File: src/rtl/mcc_pkg.sv
// Shared types and encodings for the multi-cycle controller.
// MCC_BRANCH_LINK_EN adds the LINK state used by BL.
package mcc_pkg;

  typedef enum logic [3:0] {
    S_FETCH,
    S_DECODE,
    S_EXEC_R,
    S_EXEC_I,
    S_MEMADR,
    S_MEM_RD,
    S_MEM_WR,
    S_ALU_WB,
    S_MEM_WB,
    S_BRANCH,
`ifdef MCC_BRANCH_LINK_EN
    S_LINK,
`endif
    S_HALT
  } state_t;

  localparam logic [3:0] OP_ADD  = 4'd0;
  localparam logic [3:0] OP_SUB  = 4'd1;
  localparam logic [3:0] OP_AND  = 4'd2;
  localparam logic [3:0] OP_ORR  = 4'd3;
  localparam logic [3:0] OP_ADDI = 4'd4;
  localparam logic [3:0] OP_LDR  = 4'd5;
  localparam logic [3:0] OP_STR  = 4'd6;
  localparam logic [3:0] OP_B    = 4'd7;
  localparam logic [3:0] OP_BEQ  = 4'd8;
  localparam logic [3:0] OP_BL   = 4'd9;
  localparam logic [3:0] OP_HALT = 4'd15;

  localparam logic [1:0] ALU_ADD = 2'b00;
  localparam logic [1:0] ALU_SUB = 2'b01;
  localparam logic [1:0] ALU_AND = 2'b10;
  localparam logic [1:0] ALU_ORR = 2'b11;

  localparam logic [1:0] SRCB_RD2  = 2'b00;
  localparam logic [1:0] SRCB_IMM6 = 2'b01;
  localparam logic [1:0] SRCB_ONE  = 2'b10;
  localparam logic [1:0] SRCB_IMM8 = 2'b11;

  localparam logic [1:0] RES_ALUOUT = 2'b00;
  localparam logic [1:0] RES_MEM    = 2'b01;
  localparam logic [1:0] RES_PC     = 2'b10;
  localparam logic [1:0] RES_ALU    = 2'b11;

  localparam logic [2:0] REG_LR = 3'd6;
  localparam logic [2:0] REG_PC = 3'd7;

  typedef struct packed {
    logic       ir_write;
    logic       mem_read;
    logic       mem_write;
    logic       flag_write;
    logic       we3;
    logic       pc_write;
    logic       lr_write;
    logic [2:0] a1;
    logic [2:0] a2;
    logic [2:0] a3;
    logic       adr_src;
    logic       alu_src_a;
    logic [1:0] alu_src_b;
    logic [1:0] alu_ctl;
    logic [1:0] result_src;
    logic       halted;
    logic       illegal;
  } ctrl_t;

  function automatic logic op_legal(input logic [3:0] op);
    return (op <= OP_BL) || (op == OP_HALT);
  endfunction

endpackage

File: src/rtl/mcc_decode.sv
// Combinational state+Instr to control-strobe decoder.
// MCC_BRANCH_LINK_EN enables the LINK state outputs.
module mcc_decode
  import mcc_pkg::*;
(
  input  state_t      state,
  input  logic        active,
  input  logic [15:0] instr,
  input  logic        rdy,
  output ctrl_t       ctrl
);

  logic [3:0] op;
  logic [2:0] rd;
  logic [2:0] rs1;
  logic [2:0] rs2;
  logic       unused_imm;

  assign op  = instr[15:12];
  assign rd  = instr[11:9];
  assign rs1 = instr[8:6];
  assign rs2 = instr[5:3];
  // immediate low bits feed the datapath, not the controller
  assign unused_imm = ^instr[2:0];

  always_comb begin
    ctrl = '0;
    if (active) begin
      ctrl.a1 = rs1;
      ctrl.a2 = (op == OP_STR) ? rd : rs2;
      unique case (state)
        S_FETCH: begin
          ctrl.a1         = REG_PC;
          ctrl.a3         = REG_PC;
          ctrl.mem_read   = 1'b1;
          ctrl.alu_src_a  = 1'b1;
          ctrl.alu_src_b  = SRCB_ONE;
          ctrl.alu_ctl    = ALU_ADD;
          ctrl.result_src = RES_ALU;
          ctrl.ir_write   = rdy;
          ctrl.pc_write   = rdy;
        end
        S_DECODE: ctrl.illegal = !op_legal(op);
        S_EXEC_R: begin
          ctrl.alu_src_b  = SRCB_RD2;
          ctrl.alu_ctl    = op[1:0];
          ctrl.flag_write = 1'b1;
        end
        S_EXEC_I: begin
          ctrl.alu_src_b  = SRCB_IMM6;
          ctrl.alu_ctl    = ALU_ADD;
          ctrl.flag_write = 1'b1;
        end
        S_MEMADR: begin
          ctrl.alu_src_b = SRCB_IMM6;
          ctrl.alu_ctl   = ALU_ADD;
        end
        S_MEM_RD: begin
          ctrl.adr_src  = 1'b1;
          ctrl.mem_read = 1'b1;
        end
        S_MEM_WR: begin
          ctrl.adr_src   = 1'b1;
          ctrl.mem_write = 1'b1;
        end
        S_ALU_WB: begin
          ctrl.a3         = rd;
          ctrl.we3        = 1'b1;
          ctrl.result_src = RES_ALUOUT;
        end
        S_MEM_WB: begin
          ctrl.a3         = rd;
          ctrl.we3        = 1'b1;
          ctrl.result_src = RES_MEM;
        end
        S_BRANCH: begin
          ctrl.a3         = REG_PC;
          ctrl.alu_src_a  = 1'b1;
          ctrl.alu_src_b  = SRCB_IMM8;
          ctrl.alu_ctl    = ALU_ADD;
          ctrl.result_src = RES_ALU;
          ctrl.pc_write   = 1'b1;
        end
`ifdef MCC_BRANCH_LINK_EN
        S_LINK: begin
          ctrl.a3         = REG_LR;
          ctrl.lr_write   = 1'b1;
          ctrl.result_src = RES_PC;
        end
`endif
        S_HALT: ctrl.halted = 1'b1;
        default: ;
      endcase
    end
  end

endmodule

File: src/rtl/mc_controller.sv
// Multi-cycle control FSM for the 8-bit CPU datapath.
// Define MCC_BRANCH_LINK_EN to make BL link through r6.
module mc_controller
  import mcc_pkg::*;
#(
  parameter bit IMEM_WAIT_EN_DEFAULT = 1'b1
) (
  input  logic        CLK,
  input  logic        reset,
  input  logic [15:0] Instr,
  input  logic        Zero,
  input  logic        mem_ready,
  output logic        IRWrite,
  output logic        MemRead,
  output logic        MemWrite,
  output logic        FlagWrite,
  output logic        WE3,
  output logic        PCWrite,
  output logic        LRWrite,
  output logic [2:0]  A1,
  output logic [2:0]  A2,
  output logic [2:0]  A3,
  output logic        AdrSrc,
  output logic        ALUSrcA,
  output logic [1:0]  ALUSrcB,
  output logic [1:0]  ALUControl,
  output logic [1:0]  ResultSrc,
  output logic        halted,
  output logic        illegal
);

  state_t     state;
  state_t     state_n;
  logic       wait_en;
  logic       rdy;
  logic [3:0] op;
  ctrl_t      ctrl;

  assign op  = Instr[15:12];
  assign rdy = !wait_en || mem_ready;

  always_ff @(posedge CLK or negedge reset) begin
    if (!reset) begin
      state   <= S_FETCH;
      wait_en <= IMEM_WAIT_EN_DEFAULT;
    end else begin
      state <= state_n;
    end
  end

  always_comb begin
    state_n = state;
    unique case (state)
      S_FETCH:  if (rdy) state_n = S_DECODE;
      S_DECODE: begin
        state_n = S_FETCH;
        unique case (1'b1)
          op[3:2] == 2'b00: state_n = S_EXEC_R;
          op == OP_ADDI:    state_n = S_EXEC_I;
          op == OP_LDR:     state_n = S_MEMADR;
          op == OP_STR:     state_n = S_MEMADR;
          op == OP_B:       state_n = S_BRANCH;
          op == OP_BEQ:     state_n = Zero ? S_BRANCH : S_FETCH;
`ifdef MCC_BRANCH_LINK_EN
          op == OP_BL:      state_n = S_LINK;
`else
          op == OP_BL:      state_n = S_BRANCH;
`endif
          op == OP_HALT:    state_n = S_HALT;
          default: ;
        endcase
      end
      S_EXEC_R: state_n = S_ALU_WB;
      S_EXEC_I: state_n = S_ALU_WB;
      S_MEMADR: state_n = (op == OP_LDR) ? S_MEM_RD : S_MEM_WR;
      S_MEM_RD: if (rdy) state_n = S_MEM_WB;
      S_MEM_WR: if (rdy) state_n = S_FETCH;
      S_ALU_WB: state_n = S_FETCH;
      S_MEM_WB: state_n = S_FETCH;
      S_BRANCH: state_n = S_FETCH;
`ifdef MCC_BRANCH_LINK_EN
      S_LINK:   state_n = S_BRANCH;
`endif
      S_HALT:   state_n = S_HALT;
      default:  state_n = S_FETCH;
    endcase
  end

  mcc_decode u_decode (
    .state  (state),
    .active (reset),
    .instr  (Instr),
    .rdy    (rdy),
    .ctrl   (ctrl)
  );

  assign IRWrite    = ctrl.ir_write;
  assign MemRead    = ctrl.mem_read;
  assign MemWrite   = ctrl.mem_write;
  assign FlagWrite  = ctrl.flag_write;
  assign WE3        = ctrl.we3;
  assign PCWrite    = ctrl.pc_write;
  assign LRWrite    = ctrl.lr_write;
  assign A1         = ctrl.a1;
  assign A2         = ctrl.a2;
  assign A3         = ctrl.a3;
  assign AdrSrc     = ctrl.adr_src;
  assign ALUSrcA    = ctrl.alu_src_a;
  assign ALUSrcB    = ctrl.alu_src_b;
  assign ALUControl = ctrl.alu_ctl;
  assign ResultSrc  = ctrl.result_src;
  assign halted     = ctrl.halted;
  assign illegal    = ctrl.illegal;

endmodule
File: config.mk
export PLATFORM = sky130hd
export DESIGN_NAME = mc_controller
export DESIGN_NICKNAME = d
export VERILOG_FILES = /design/src/rtl/mcc_pkg.sv /design/src/rtl/mcc_decode.sv /design/src/rtl/mc_controller.sv
export SDC_FILE = /design/constraint.sdc
export NUM_CORES = 1
export LEC_CHECK = 0
export ABC_AREA = 1
export CAP_MARGIN = 10
export CORE_MARGIN = 2
export CORE_UTILIZATION = 33
export CTS_CLUSTER_DIAMETER = 80
export DETAILED_ROUTE_END_ITERATION = 7
export GPL_TIMING_DRIVEN = 0
export PLACE_DENSITY_LB_ADDON = 0.1
export SYNTH_ARGS = -nofsm -noshare
export SYNTH_HDL_FRONTEND = slang
export SYNTH_SLANG_ARGS = --single-unit
export TNS_END_PERCENT = 1
File: constraint.sdc
create_clock -name CLK -period 1.45 [get_ports CLK]
set_input_delay 0.29 -clock CLK [delete_from_list [all_inputs] [get_ports CLK]]
set_output_delay 0.29 -clock CLK [all_outputs]
set_load 0.05 [all_outputs]
# --- After elaboration in Yosys (flattened, before gate mapping) ---
# Index checks and enable logic that the tools add are counted.
word_totals:
  register_bits: 4
  input_bits: 20
  out_inout_bits: 26
  word_cells: 61
op_classes:
  n_lt_le_gt_ge: 1
  eq_ne: 20
  n_mux: 24
  reduce_logical: 15
ops:
  columns: ["cell", "count"]
  rows:
  - ["== test 4 x 3 -> 1 bit (second input constant)", 8]
  - ["case mux 4 bit (7 select lines)", 1]
  - ["== test 4 bit (second input constant)", 6]
  - ["case mux 4 bit (6 select lines)", 1]
  - ["two-way mux 19 bit", 1]
  - ["two-way mux 4 bit", 4]
  - ["case mux 4 bit (4 select lines)", 1]
  - ["OR reduction 2 bit", 8]
  - ["two-way mux 1 bit", 9]
  - ["== test 4 x 2 -> 1 bit (second input constant)", 2]
  - ["two-way mux 3 bit", 2]
  - ["two-way mux 6 bit", 1]
  - ["!= test 2 x 1 -> 1 bit (second input constant)", 3]
  - ["case mux 3 bit (2 select lines)", 1]
  - ["== test 4 x 1 -> 1 bit (second input constant)", 1]
  - ["<= comparator 4 bit (second input constant)", 1]
  - ["logical NOT 4 bit", 1]
  - ["case mux 2 bit (2 select lines)", 1]
  - ["AND reduction 3 bit", 1]
  - ["logical NOT 1 bit", 2]
  - ["logical NOT 2 bit", 1]
  - ["logical OR 1 bit", 2]
  - ["two-way mux 2 bit", 1]
  - ["case mux 1 bit (2 select lines)", 1]

# --- Longest topological paths before layout ---
# Gate-level depths: netlist of run 1.
logic_depth:
  word_depth: 5
  depth_mapped: 7
  mapped_depth_nobuf: 6

# --- Hierarchy ---
# A second synthesis of run 1 with hierarchy kept.
unflattened:
  hier_cells: 142
  hier_area_um2: 745.7
modules_own_cells:
  columns: ["mod", "n_inst", "cells_per_inst", "area_per_inst_um2", "seq_area_each_um2"]
  rows:
  - ["mcc_decode", 1, 86, 412.9, 0.0]
  - ["mc_controller", 1, 56, 332.8, 100.1]

# --- Least setup slack after synthesis of run 1 ---
# OpenSTA, ideal clock, no wires.
synth_timing:
  path_type: "reg-to-output"
  startpoint: "reg state[3]"
  endpoint: "out ALUControl[0]"
  t_arrival_ps: 1914
  required_time_ps: 1160
  slack_ps: -754
  path_stages_with_launch: 6
  path_buffers: 0
  cell_sequence: "dfrtp_1 -> nor2_1 -> nand2_1 -> nor2_2 -> nand2_1 -> nor2_1"
synth_via:
  elab_chain_cells: 4
synth_lines:
  columns: ["element", "line_no", "text"]
  rows:
  - ["from (decl)", "mc_controller.sv:32", "state_t state;"]
  - ["from (signal assigned)", "mc_controller.sv:47", "state <= state_n;"]
  - ["== test 4 x 3 -> 1 bit / == test 4 x 2 -> 1 bit (equally long branches)", "mcc_decode.sv:31", "unique case (state)"]
  - ["OR reduction 2 bit (no line)", null, null]
  - ["case mux 4 bit (4 select lines) (*)", "mcc_decode.sv:31", null]
  - ["two-way mux 19 bit (*)", "mcc_decode.sv:28", "if (active) begin"]
  - ["to (decl)", "mc_controller.sv:26", "output logic [1:0] ALUControl,"]
# Every way passes the cells marked *; elsewhere a longest branch is shown, timed or not.

# --- Final worst setup path of run 1 ---
layout_timing:
  startpoint: "reg state[3]"
  endpoint: "out PCWrite"
layout_via:
  elab_chain_cells: 3
layout_lines:
  columns: ["element", "line_no", "text"]
  rows:
  - ["== test 4 bit / logical NOT 4 bit (equally long branches)", "mcc_decode.sv:31", null]
  - ["case mux 1 bit (2 select lines) (*)", "mcc_decode.sv:31", null]
  - ["two-way mux 6 bit (*)", "mcc_decode.sv:28", null]
  - ["to (decl)", "mc_controller.sv:18", "output logic PCWrite,"]
# Marks and branches as above.

==> results.sh, run 1 <==
export IMPL_status="finished with violations"
export IMPL_violations="setup timing"
export IMPL_cts_reportedPaths_clkPinSlew_ps=40
export IMPL_cts_tree="done"
export IMPL_reg_top3="state: 4 flops"
export IMPL_dr_first_iter_drc_count=10
export IMPL_largest_reg_flops=4
export IMPL_worst_setup_path_start_kind="flip-flop"
export IMPL_grt_usage=0.205
export IMPL_cp_depth=8
export IMPL_core_area_um2=1730
export IMPL_slowest_delay_ps=450
export IMPL_holdWs_ps=615
export IMPL_layout_commonest_cell="nand2_1"
export IMPL_initial_core_util=0.351
export IMPL_hp_class="input pin to flip-flop"
export IMPL_hold_violations=0
export IMPL_syn_inst=124
export IMPL_cellPowerDensity_nw_per_um2=2010
export IMPL_rrSetupSlack_ps=290
export IMPL_instances_no_fill=201
export IMPL_yosysSeqAreaShare=0.165
export IMPL_drv_cap=0
export IMPL_gr_total_overflow=0
export IMPL_die_area_um2=2200
export IMPL_vias=922
export IMPL_cp_required_ps=1160
export IMPL_endpoint_kind="output pin"
export IMPL_die_height_um=46.9
export IMPL_fill_cells=135
export IMPL_rsz0062_at_grt="true"
export IMPL_num_rows=15
export IMPL_diodes=0
export IMPL_final_setup_viol_count=25
export IMPL_worst_path_most_repeated_cell="nand2_2"
export IMPL_port_buffers=40
export IMPL_dp_cells=189
export IMPL_ir_worst_vdd_mv=0.926
export IMPL_clkLatencyLatePin_ps=230
export IMPL_leakage_nw=0.724
export IMPL_slew_viol_final=0
export IMPL_finalClockSkew_ps=1.60
export IMPL_fin_crit_ps=1750
export IMPL_syn_area_um2=607
export IMPL_fin_crit_sh=1.21
export IMPL_grt_pass1_vias=798
export IMPL_path_delay_family="flip-flops"
export IMPL_syn_nets=144
export IMPL_ys_types=15
export IMPL_htreeDepth=1
export IMPL_critical_path_cell_chain="inv_2, nor2_2, nand2_2, nand2_2, nand2_4, clkinvlp_4, buf_6, buf_8"
export IMPL_dpl_worst_slack_ps=-1250
export IMPL_final_layout_size_suffix_gt1_frac=0.477
export IMPL_grt_pass1_wl_um=3260
export IMPL_final_setup_worst_slack_ps=-302
export IMPL_critPathMaxFanout=6
export IMPL_startpoint="state[3]"
export IMPL_dieWidth_um=46.9
export IMPL_r2r_end="state[2]"
export IMPL_r2r_start="state[3]"
export IMPL_final_cell_mix="nand2_1 (36), buf_6 (20), nor2_1 (13), nand3_1 (13), inv_1 (12)"
export IMPL_critPathKind="flip-flop to output pin"
export IMPL_fin_nets=198
export IMPL_routed_via_density=4.59
export IMPL_dp_hpwl_um=1470
export IMPL_max_freq_mhz=571
export IMPL_crit_buf_inv=4
export IMPL_synth_seq_cells=4
export IMPL_post_drt_wl_per_cell_um=10.7
export IMPL_dr_pass1_iters=4
export IMPL_drc=0
export IMPL_cpMaxStageDelayCell="dfrtp_2"
export IMPL_finalPower_mw=2.69
export IMPL_gp_congestion=0.842
export IMPL_avgSynthCellArea_um2=4.89
export IMPL_ys_warnings_count=1
export IMPL_synthToLayoutAreaGrowth_pct=120
export IMPL_grt_start_max_net_pins=11
export IMPL_cts_buffers_inserted=3
export IMPL_antenna_found_initial=0
export IMPL_num_io_pins=46
export IMPL_top_register="state"
export IMPL_ant_nets=0
export IMPL_rr_worst_depth=6
export IMPL_crit_path_end="PCWrite"
export IMPL_clock_sinks=4
export IMPL_arrival_ps=1460
export IMPL_clock_path_buffers=2
export IMPL_wl_um=2160
export IMPL_cts_root_buf="clkbuf_4"
area by class of cell:
cell class / count / area, um2 / area share
buffer: 4 / 37.5 / 0.0281
clock buffer: 3 / 22.5 / 0.0169
inverter: 19 / 77.6 / 0.0582
multi-input combinational: 97 / 543 / 0.407
sequential: 4 / 105 / 0.0788
tap: 25 / 31.3 / 0.0235
timing repair buffer: 49 / 517 / 0.387
synthesized netlist by cell type:
cell type | n | area (um2)
nand3_1 | 13 | 65.1
o21ai_0 | 2 | 10.0
nand2_1 | 49 | 184
nand2_2 | 1 | 6.26
nor2_1 | 22 | 82.6
buf_2 | 1 | 5.00
inv_1 | 18 | 67.6
nor2_2 | 5 | 31.3
dfrtp_1 | 4 | 100
nor3_2 | 1 | 10.0
nor3_1 | 2 | 10.0
a21oi_1 | 1 | 5.00
buf_4 | 3 | 22.5
inv_2 | 1 | 3.75
conb_1 | 1 | 3.75
worst min-delay path by stage:
stage               from  endpoint  slack (ps)  cells past startpoint
6_report       Instr[15]  state[0]         620                      5
5_1_grt        Instr[15]  state[0]         660                      5
4_1_cts        Instr[12]  state[3]         610                      5
3_5_place_dp       reset  state[3]         590                      1
3_3_place_gp       reset  state[3]         590                      1
2_1_floorplan      reset  state[0]          -6                      0
timing repair:
item / CTS / global route
endpoints found under the setup margin: 25 / 25
gates resized for setup: 199 / 20
setup buffers: 6 / 2
endpoints found under the hold margin: 4 / 0
hold buffers: 1 / 0
pin swaps: 5 / 8
per-stage QoR:
stage               utilization  setup TNS (ps)  cell area [um2]
floorplan                     -           -2700              681
global placement          0.644          -27070             1110
detailed placement        0.644          -27220             1110
CTS                       0.728           -4970             1260
global route              0.772           -6600             1330
finish                    0.772           -4950             1330
cells by family (layout without fill, tap and decap cells):
kind of cell           Yosys count  after routing  share of synthesized area
AOI/OAI and AO/OA                3              3                     0.0247
and+or+nand+nor                 93             93                      0.641
DFF                              4              4                      0.165
other                            1              1                    0.00618
buffers and inverters           23             75                      0.163
layer usage:
layer	track usage	vias to the layer above	wire length, um	share of wire
li1	-	476	-	-
met1	0.235	411	831	0.38
met2	0.375	32	1210	0.56
met3	0.0308	3	104	0.048
met4	0.0889	0	16	0.0074
met5	0	-	0	0
tightest hold or removal path: stages:
cell and delay (ps):
dlygate4sd2_1 260, nand3_1 100, nand2_1 60, nand2_1 50
nand2_1 50
power breakdown:
| group | switching (mW) | internal (mW) |
|---|---|---|
| clock | 0.0433 | 0.0924 |
| sequential | 0.118 | 0.180 |
| combinational | 1.42 | 0.834 |
No activity file was read; power rests on OpenSTA's default activity.
==> run 2, diff against run 1 <==
- clock period: 1.45 -> 1.7 ns (I/O delays scaled with it)
==> results.sh, run 2 (same netlist as run 1, synthesis figures left out) <==
export IMPL_grt_use_met1=0.216
export IMPL_routed_via_density=4.53
export IMPL_diodes=0
export IMPL_fin_nets=198
export IMPL_final_cell_mix="nand2_1 (38), buf_6 (20), nor2_1 (15), nand3_1 (13), buf_4 (13)"
export IMPL_gp_congestion=0.864
export IMPL_wl_um=2130
export IMPL_num_rows=15
export IMPL_status="finished with violations"
export IMPL_holdWs_ps=41.7
export IMPL_port_buffers=40
export IMPL_grt_use_met2=0.304
export IMPL_finalClockSkew_ps=3.17
export IMPL_critical_path_cell_chain="nor2_4, nand2_2, nand2_2, nand2_2, inv_2, buf_4, buf_8"
export IMPL_switching_power_mw=1.35
export IMPL_rrSetupSlack_ps=580
export IMPL_instances_no_fill=201
export IMPL_fin_crit_ps=1790
export IMPL_cpMaxStageDelayCell="dfrtp_2"
export IMPL_grt_pass1_vias=713
export IMPL_grt_usage=0.175
export IMPL_max_freq_mhz=558
export IMPL_initial_core_util=0.351
export IMPL_num_io_pins=46
export IMPL_final_setup_worst_slack_ps=-93.2
export IMPL_grt_start_max_net_pins=11
export IMPL_slowest_delay_ps=480
export IMPL_clkLatencyLatePin_ps=240
export IMPL_grt_use_met3=0.0615
export IMPL_grt_pass1_wl_um=2770
export IMPL_clock_sinks=4
export IMPL_ant_nets=0
export IMPL_cp_required_ps=1360
export IMPL_top_register="state"
export IMPL_utilization=0.744
export IMPL_dp_cells=189
export IMPL_final_layout_size_suffix_gt1_frac=0.455
export IMPL_final_setup_viol_count=19
export IMPL_slew_viol_final=0
export IMPL_top_usage_layer="met2"
export IMPL_rsz0062_at_grt="true"
export IMPL_p_sw_frac=0.582
export IMPL_critPathMaxFanout=7
export IMPL_dr_pass1_iters=4
export IMPL_htreeDepth=1
export IMPL_layout_commonest_cell="nand2_1"
export IMPL_vias=911
export IMPL_largest_reg_flops=4
export IMPL_ir_worst_vdd_mv=0.790
export IMPL_arrival_ps=1450
export IMPL_antenna_found_initial=0
export IMPL_hold_violations=0
export IMPL_p_comb_frac=0.834
export IMPL_critPathKind="flip-flop to output pin"
export IMPL_cts_reportedPaths_clkPinSlew_ps=40
export IMPL_drc=0
export IMPL_p_int_uw=972
export IMPL_leakage_nw=0.690
export IMPL_core_area_um2=1730
export IMPL_finalPower_mw=2.33
export IMPL_worst_path_most_repeated_cell="nand2_2"
export IMPL_fin_crit_sh=1.05
export IMPL_gr_total_overflow=0
export IMPL_post_drt_wl_per_cell_um=10.6
export IMPL_endpoint_kind="output pin"
export IMPL_dp_hpwl_um=1450
export IMPL_reg_top3="state: 4 flops"
export IMPL_dr_first_iter_drc_count=14
export IMPL_cts_tree="done"
export IMPL_seqPwrFrac=0.114
export IMPL_synthToLayoutAreaGrowth_pct=112
export IMPL_die_height_um=46.9
export IMPL_clock_power_share=0.052
export IMPL_cts_buffers_inserted=3
export IMPL_violations="setup timing"
export IMPL_cts_root_buf="clkbuf_4"
export IMPL_clock_path_buffers=2
export IMPL_hp_class="input pin to asynchronous set/reset pin"
export IMPL_die_area_um2=2200
export IMPL_cellPowerDensity_nw_per_um2=1810
export IMPL_worst_setup_path_start_kind="flip-flop"
export IMPL_drv_cap=0
export IMPL_dieWidth_um=46.9
[run 2: cell types whose count changed in the layout (fill, tap and decap cells not counted), moves of 2 or more]
cell	previous run	this run
dlymetal6s2s_1	3	0
buf_4	11	13
nand2_1	36	38
nor2_1	13	15
buf_8	5	2
nor2_2	5	3
clkdlybuf4s50_1	7	10
[run 2: worst paths after layout]
check | from | end | cells after the start
worst min-delay path | reset | state[3] | 1
max in group asynchronous | reset | state[1] | 1
min in group CLK | Instr[12] | state[3] | 5
worst max-delay path | state[1] | ResultSrc[1] | 7
worst min register to register | state[3] | state[2] | 3
worst max register to register | state[0] | state[1] | 6
[run 2: power by group through the flow]
| stage | clock (mW) | combinational [mW] | sequential, mW |
|---|---|---|---|
| floorplan | 0 | 1.07 | 0.193 |
| global placement | 0 | 1.48 | 0.204 |
| detailed placement | 0 | 1.49 | 0.205 |
| CTS | 0.125 | 1.49 | 0.222 |
| global route | 0.137 | 2.05 | 0.270 |
| finish | 0.120 | 1.94 | 0.266 |
[run 2: routing by layer]
| layer | wire (um) | share of wire |
|---|---|---|
| met5 | 0 | 0 |
| met4 | 1 | 0.00047 |
| met3 | 120 | 0.056 |
| met2 | 1170 | 0.55 |
| met1 | 835 | 0.39 |
[run 2: worst max-delay path: cells and delay by family (launching register included)]
kind,cells,cell delay (ps)
buf+inv,3,330
flops,1,480
simple gates,4,400
[run 2: final cells by class]
class                           count  area, um2
Multi-Input combinational cell     97        518
Timing Repair Buffer               49        504
Tap cell                           25       31.3
Sequential cell                     4        105
Buffer                              4       27.5
Inverter                           19       76.3
Clock buffer                        3       22.5
Fill cell                         146        442
[run 2: repair_timing]
item,4_1_cts,5_1_grt
resized for setup,174,46
setup endpoints to repair,25,24
pin swaps,2,9
buffers inserted,1,8
hold buffers,0,0
[run 2: metrics by stage]
step	setup TNS, ps	cell area (um2)	worst slack, ps
finish	-885	1280	-93.2
detailed placement	-23240	1070	-1110
global route	-2230	1280	-155
floorplan	-1720	634	-221
global placement	-22910	1070	-1110
CTS	-956	1080	-107
